**src/rtl/ldpe_flag_pkg.sv**
```systemverilog
// rtl/ldpe_flag_pkg.sv - shared types, constants and helpers for the LDPE flag collector
//
// Purpose: collector FSM state encoding, the largest supported flag width, and
// the function sizing the shared clear/settle/flush counter.
package ldpe_flag_pkg;

  typedef enum logic [1:0] {
    IDLE   = 2'd0,
    REPORT = 2'd1,
    CLEAR  = 2'd2,
    SETTLE = 2'd3
  } state_e;

  localparam int MAX_WIDTH = 32;

  // The counter must hold the larger of the clear length and the settle
  // length (SYNC_STAGES+1), including that value itself.
  function automatic int cnt_width(input int clr_cycles, input int sync_stages);
    int m;
    m = (clr_cycles > sync_stages + 1) ? clr_cycles : sync_stages + 1;
    return $clog2(m + 1);
  endfunction

endpackage

```
**src/rtl/flag_sync_bit.sv**
```systemverilog
// rtl/flag_sync_bit.sv - N-stage single-bit synchronizer with reset value INIT
//
// Purpose: brings one asynchronous latch Q output into the collector clock.
// Ports:
//   c_i    clock, rising edge
//   clr_i  asynchronous active-high reset, loads every stage with INIT
//   d_i    asynchronous input bit
//   q_o    synchronized output (last stage)
module flag_sync_bit #(
  parameter int   STAGES = 2,
  parameter logic INIT   = 1'b0
) (
  input  logic c_i,
  input  logic clr_i,
  input  logic d_i,
  output logic q_o
);

  logic [STAGES-1:0] ff_q;

  always_ff @(posedge c_i or posedge clr_i) begin
    if (clr_i) begin
      ff_q <= {STAGES{INIT}};
    end else begin
      ff_q <= {ff_q[STAGES-2:0], d_i};
    end
  end

  assign q_o = ff_q[STAGES-1];

endmodule

```
**src/rtl/ldpe_flag_collector.sv**
```systemverilog
// rtl/ldpe_flag_collector.sv - snapshot-and-clear collector for a bank of LDPE sticky flags
//
// Purpose: synchronizes the latch Q outputs, hands a snapshot of the set flags
// to a consumer over valid/ready, then pulses the latch G with GE restricted to
// the reported flags and D=0 so only those flags are cleared.
// Ports:
//   C         clock, rising edge
//   CLR       asynchronous active-high reset
//   FLAG_Q    asynchronous latch Q outputs
//   SNAP      captured flag vector, stable while SNAP_VLD=1
//   SNAP_VLD  snapshot valid
//   SNAP_RDY  consumer ready; acceptance on SNAP_VLD & SNAP_RDY
//   LAT_G     latch gate, common to all latches
//   LAT_GE    per-latch gate enable, equal to the accepted snapshot
//   LAT_D     latch data, constant 0
//   BUSY      high whenever the FSM is not in IDLE
module ldpe_flag_collector
  import ldpe_flag_pkg::*;
#(
  parameter int   WIDTH       = 8,
  parameter int   SYNC_STAGES = 2,
  parameter int   CLR_CYCLES  = 2,
  parameter logic INIT        = 1'b0
) (
  input  logic             C,
  input  logic             CLR,
  input  logic [WIDTH-1:0] FLAG_Q,
  output logic [WIDTH-1:0] SNAP,
  output logic             SNAP_VLD,
  input  logic             SNAP_RDY,
  output logic             LAT_G,
  output logic [WIDTH-1:0] LAT_GE,
  output logic [WIDTH-1:0] LAT_D,
  output logic             BUSY
);

  localparam int CNT_W = cnt_width(CLR_CYCLES, SYNC_STAGES);

  // With INIT=1 the synchronizers come out of reset full of ones; IDLE must
  // not treat them as flags until they have been flushed by real samples.
  localparam logic [CNT_W-1:0] FLUSH_RST = INIT ? CNT_W'(SYNC_STAGES) : '0;

  logic [WIDTH-1:0] flag_s;

  state_e           state_q, state_d;
  logic [WIDTH-1:0] snap_q, snap_d;
  logic             vld_q, vld_d;
  logic             g_q, g_d;
  logic [WIDTH-1:0] ge_q, ge_d;
  logic [CNT_W-1:0] cnt_q, cnt_d;
  logic [CNT_W-1:0] flush_q, flush_d;

  for (genvar i = 0; i < WIDTH; i++) begin : g_sync
    flag_sync_bit #(
      .STAGES (SYNC_STAGES),
      .INIT   (INIT)
    ) u_sync (
      .c_i   (C),
      .clr_i (CLR),
      .d_i   (FLAG_Q[i]),
      .q_o   (flag_s[i])
    );
  end

  always_ff @(posedge C or posedge CLR) begin
    if (CLR) begin
      state_q <= IDLE;
      snap_q  <= {WIDTH{INIT}};
      vld_q   <= 1'b0;
      g_q     <= 1'b0;
      ge_q    <= '0;
      cnt_q   <= '0;
      flush_q <= FLUSH_RST;
    end else begin
      state_q <= state_d;
      snap_q  <= snap_d;
      vld_q   <= vld_d;
      g_q     <= g_d;
      ge_q    <= ge_d;
      cnt_q   <= cnt_d;
      flush_q <= flush_d;
    end
  end

  always_comb begin
    state_d = state_q;
    snap_d  = snap_q;
    vld_d   = vld_q;
    g_d     = g_q;
    ge_d    = ge_q;
    cnt_d   = cnt_q;
    flush_d = (flush_q == '0) ? '0 : flush_q - CNT_W'(1);

    case (state_q)
      IDLE: begin
        if ((flush_q == '0) && (|flag_s)) begin
          snap_d  = flag_s;
          vld_d   = 1'b1;
          state_d = REPORT;
        end
      end

      REPORT: begin
        if (SNAP_RDY) begin
          vld_d   = 1'b0;
          ge_d    = snap_q;
          g_d     = 1'b1;
          cnt_d   = CNT_W'(CLR_CYCLES);
          state_d = CLEAR;
        end
      end

      // G was raised on the accept edge, so expiring when the counter reads 1
      // gives exactly CLR_CYCLES cycles of G high. GE stays up one more cycle.
      CLEAR: begin
        if (cnt_q <= CNT_W'(1)) begin
          g_d     = 1'b0;
          cnt_d   = CNT_W'(SYNC_STAGES + 1);
          state_d = SETTLE;
        end else begin
          cnt_d = cnt_q - CNT_W'(1);
        end
      end

      // flag_s is ignored here so ones still in flight through the
      // synchronizer from before the clear are not reported again.
      SETTLE: begin
        ge_d = '0;
        if (cnt_q <= CNT_W'(1)) begin
          cnt_d   = '0;
          state_d = IDLE;
        end else begin
          cnt_d = cnt_q - CNT_W'(1);
        end
      end

      default: begin
        state_d = IDLE;
      end
    endcase
  end

  assign SNAP     = snap_q;
  assign SNAP_VLD = vld_q;
  assign LAT_G    = g_q;
  assign LAT_GE   = ge_q;
  assign LAT_D    = '0;
  assign BUSY     = (state_q != IDLE);

endmodule

```
**config.mk**
```make
export PLATFORM = sky130hd
export DESIGN_NAME = ldpe_flag_collector
export DESIGN_NICKNAME = d
export VERILOG_FILES = /design/src/rtl/ldpe_flag_pkg.sv /design/src/rtl/flag_sync_bit.sv /design/src/rtl/ldpe_flag_collector.sv
export SDC_FILE = /design/constraint.sdc
export NUM_CORES = 1
export LEC_CHECK = 0
export ABC_AREA = 1
export CAP_MARGIN = 20
export CORE_MARGIN = 8
export CORE_UTILIZATION = 40
export CTS_CLUSTER_SIZE = 14
export DETAILED_ROUTE_END_ITERATION = 12
export MAX_ROUTING_LAYER = met4
export PLACE_DENSITY = 0.71
export SYNTH_ARGS = -nofsm -noshare
export SYNTH_HDL_FRONTEND = slang
export SYNTH_SLANG_ARGS = --single-unit
```
**constraint.sdc**
```tcl
create_clock -name C -period 4 [get_ports C]
set_input_delay 0.8 -clock C [delete_from_list [all_inputs] [get_ports C]]
set_output_delay 0.8 -clock C [all_outputs]
set_load 0.01 [all_outputs]
```
==> Word-level counts from Yosys, hierarchy flattened <==
Index checks and enable logic that the tools add are counted.
{ "totals": {"regBits": 40, "inputBits": 11, "out_inout_bits": 27, "wordCells": 57} }
{ "classes": {"add_sub_neg": 2, "order_cmp": 1, "n_eq_ne": 7, "mux": 17, "n_reduce_logical": 15} }
{ "op_table": {"columns": ["op", "n"], "rows": [
  ["one-hot mux 8 bit (2 select lines)", 1],
  ["2-to-1 mux 2 bit", 7],
  ["2-to-1 mux 8 bit", 1],
  ["inequality test 2 bit (second input constant)", 4],
  ["one-hot mux 2 bit (4 select lines)", 1],
  ["nonzero test 2 bit", 4],
  ["OR reduction 8 bit", 1],
  ["one-hot mux 2 bit (3 select lines)", 1],
  ["AND reduction 2 bit", 3],
  ["AND reduction 3 bit", 2],
  ["equality test 2 bit (second input constant)", 2],
  ["logical NOT 2 bit", 2],
  ["2-to-1 mux 1 bit", 4],
  ["one-hot mux 1 bit (2 select lines)", 2],
  ["AND reduction 4 bit", 1],
  ["subtractor 2 x 1 -> 2 bit (second input constant)", 2],
  ["nonzero test 3 bit", 1],
  ["equality test 2 x 1 -> 1 bit (second input constant)", 1],
  ["<= comparator 2 x 1 -> 1 bit (second input constant)", 1],
  ["logical AND 1 bit", 1]
]} }

==> Longest topological paths before layout <==
{ "logic_depth": {"depth_word": 4, "depth_mapped": 7, "mapped_depth_nobuf": 7} }

==> Cells and area by module <==
From an unflattened synthesis, not the netlist that was laid out.
{ "hier_totals": {"cells_unflattened": 165, "area_unflattened_um2": 1669.1} }
{ "by_module_without_submodules": {"columns": ["module", "n_inst", "cells_each", "area_each_um2", "seq_area_each_um2"], "rows": [
  ["ldpe_flag_collector", 1, 141, 1238.7, 600.6],
  ["flag_sync_bit", 8, 3, 53.8, 50.0]
]} }

==> Worst setup path after synthesis <==
OpenSTA, ideal clock, no wires.
{ "synth_path": {"kind": "reg2out", "from": "register state_q[0]", "to": "output port BUSY", "t_arrival_ns": 0.816, "required_ns": 3.200, "slack_ns": 2.384, "stages_incl_launch_ff": 4, "n_path_buf": 0, "cell_sequence": "dfrtp_1 inv_1 ha_1 inv_1"} }
{ "synth_between": {"elab_chain_len": 1} }
{ "synth_rtl": {"columns": ["item", "line", "rtl"], "rows": [
  ["start: declaration", "ldpe_flag_collector.sv:45", "state_e state_q, state_d;"],
  ["start signal: assignment", "ldpe_flag_collector.sv:75", "state_q <= state_d;"],
  ["nonzero test 2 bit", "ldpe_flag_collector.sv:148", "assign BUSY = (state_q != IDLE);"],
  ["end: declaration", "ldpe_flag_collector.sv:34", "output logic BUSY"]
]} }
No other way between the ends.

==> Final worst setup path <==
Same ends and word-level chain as after synthesis.

==> results.md <==
- CTS Buf Count: 5
- Util after Layout: around half
- Maximum vdd drop: 0.2709 mV
- Row cnt: 23
- Crit path time final: 2.445 ns
- CP Max Fanout: 4
- Initial antenna violation count: 0
- Synth async-reset ratio: between 90% and 100%
- GR Util met1: between 10% and 20%
- Clock sinks: 40
- Layout fillers: 376
- Htree depth: 2
- WP data required: 3.20 ns
- Vias in the first global route: about 1000
- Final wirelength: between 2000 and 3000 um
- Ys flop type: dfrtp_1
- GRT Util Overall: about a tenth
- Setup_tns: 0 ns
- Comb pwr share: 42.8%
- Final HPWL DP: between 2000 and 2500 um
- TritonCTS clock tree: yes
- Hold buffer count at CTS: 0
- Vias per cell: 4.354
- Leakage: ~1 nW
- Antenna-violating nets left: 0
- # nets final: between 200 and 250
- Vias: approximately 1100
- Multi-input logic area: slightly above 500 um2
- M2 GR Usage: 14.39%
- GR Overflow Total: 0
- Fin crit share: between 60% and 70%
- Clock Latency Late Sink: 0.29 ns
- Reg power frac: approximately two fifths
- Mapped Area: approximately 1700 um2
- GPL Wtd Cong: 0.8315
- Area Growth Syn to Fin: 23.75%
- Synth unique cells: 23
- Area contributors post-synth: dfrtp_1 61%, nand2_1 6.8%, inv_1 5.0%
- I/O Pins: 38
- Syn_area_per_cell: about 10 um2
- Gates resized, CTS repair: 0
- DIE AREA: between 6000 and 7000 um2
- Unrepaired setup endpoints after global routing: false
- Clock Tree Root: clkbuf_8
- CP Capture Type: primary output
- Reg clk slew, reported paths: around 0.07 ns
- Top cell type's share of synthesized area: between 60% and 70%
- Seq/Total Area, Yosys: approximately three fifths
- Die span in x: 80.31 um
- DRC: 0
- Fmax: 0.4091 GHz
- Status: complete, no violations
- Number of flops mapped to enable cells by yosys: 0
- Synthesized instance count: 158
- HP Class: reg2reg
- Pin count of the biggest net entering global routing: slightly above 40
- DRT Pass-1 Iters: 4
- PwrDens: ~720 nW/um2
- Port bufs: 29
- Final Max Tran Viols: 0
- Switching share of power: a little over a third
- Clk pwr share: between 10% and 20%
- Worst path arrival time: ~1.6 ns
- Setup Viol. Count Final: 0
- Buffers from clock root to sink, at most: 2
- Number of diodes: 0
- Register area: 1001 um2
- Largest area contributor in the netlist: dfrtp_1
- Share of cells above drive strength 1: between 10% and 20%
- GRT Max-Usage Layer: met2
- Iteration-0 DRC Markers: 43
- NetSw: approximately 540 uW
- P_int: 937.6 uW
- Synth warn: 0
- Synth Register Bits: 40
- First-pass GRT wire length: approximately 4500 um
- Starting Density: approximately two fifths
- Number of max-cap violations: 0
- Most common cell in the netlist: dfrtp_1
- Setup crit start kind: flop
- Avg WL per Cell: ~11 um
- Final hold violations: 0
- Kind of critical path: reg2out
- Commonest cells post-synth: 40 x dfrtp_1, 30 x nand2_1, 22 x inv_1, 10 x nand3_1, 10 x o21ai_0
- Layout Skew: about 0.0059 ns
- CORE AREA: ~4000 um2
- M3 GR Usage: between 3 and 4%
- DIE HEIGHT: around 80 um
- Post-CTS setup buffer count: 0
worst max-delay path, stage by stage (launching register included):
cell,delay [ns]
dfrtp_1,0.40
inv_1,0.10
ha_1,0.27
inv_1,0.07
clkdlybuf4s50_1,0.53
through the flow:
step	cell area [um2]	cells	setup slack (ns)	power, mW	hold slack [ns]
3_3_place_gp	1966	236	1.887	1.231	0.3336
2_1_floorplan	1680	165	2.282	1.001	0.3312
3_5_place_dp	1966	236	1.847	1.253	0.3347
5_1_grt	2047	243	1.452	1.598	0.3532
4_1_cts	2047	243	1.527	1.505	0.3510
6_report	2047	243	1.555	1.478	0.3483
cell usage in the layout, fill, tap and decap left out:
master / count
clkinv_2: 1
buf_4: 1
clkinvlp_4: 1
o21ai_2: 2
dfrtp_1: 40
nand3_1: 10
clkbuf_8: 5
a211oi_2: 1
a22oi_1: 1
o21ai_1: 7
nor2_2: 5
nor2_1: 2
nand3_4: 1
clkdlybuf4s50_1: 29
nor2_4: 2
conb_1: 8
nand4_2: 1
o22ai_1: 1
nand2_2: 3
a21oi_1: 1
o21ai_0: 10
nand2_1: 30
inv_1: 22
nand4_1: 3
ha_1: 5
inv_2: 1
cell type report:
type / count / share of cell area (%)
flip-flops and latches: 40 / 48.90
multi-input cells: 93 / 25.31
repair buffers: 30 / 14.55
inverters: 23 / 4.218
clock buffers: 5 / 3.362
well taps: 50 / 3.056
clock inverters: 2 / 0.6112
final timing paths:
kind / start / endpoint / slack, ns / cells after the start
max in group asynchronous: CLR / state_q[0] / 2.76 / 3
min: g_sync[3].u_sync.ff_q[0] / g_sync[3].u_sync.ff_q[1] / 0.35 / 0
min in group asynchronous: CLR / SNAP[4] / 0.92 / 3
max reg2reg: state_q[0] / state_q[0] / 2.51 / 6
max: state_q[0] / BUSY / 1.56 / 4
min reg2reg: g_sync[3].u_sync.ff_q[0] / g_sync[3].u_sync.ff_q[1] / 0.35 / 0
metal layers:
metal	up-vias	part of all wire [%]
li1	551	-
met1	470	44
met2	29	47
met3	8	6.3
met4	0	2.6
met5	-	0
state kept, by name (all words and copies together) (netlist names):
register and flops:
state_q 2, g_sync.u_sync.ff_q 16, cnt_q 2, SNAP 8, LAT_GE 8, flush_q 2, LAT_G 1, SNAP_VLD 1
cell families (layout without fill, tap and decap cells):
group | count (synthesis) | count (layout) | share of synthesized area, %
AOI/OAI and AO/OA | 23 | 23 | 8.094
adders and majority gates | 5 | 5 | 3.782
buffers and inverters | 32 | 60 | 9.758
DFF | 40 | 40 | 60.51
other | 1 | 8 | 0.2267
and+or+nand+nor | 57 | 57 | 17.63
power by group through the flow:
stage	Combinational [mW]	Clock, mW	Sequential, mW
after global routing	0.713	0.271	0.614
after CTS	0.646	0.258	0.601
after global placement	0.628	0	0.603
after detailed placement	0.644	0	0.609
after floorplan	0.369	0	0.632
final	0.633	0.247	0.598
Note: power is estimated with default switching activity, not from simulation.
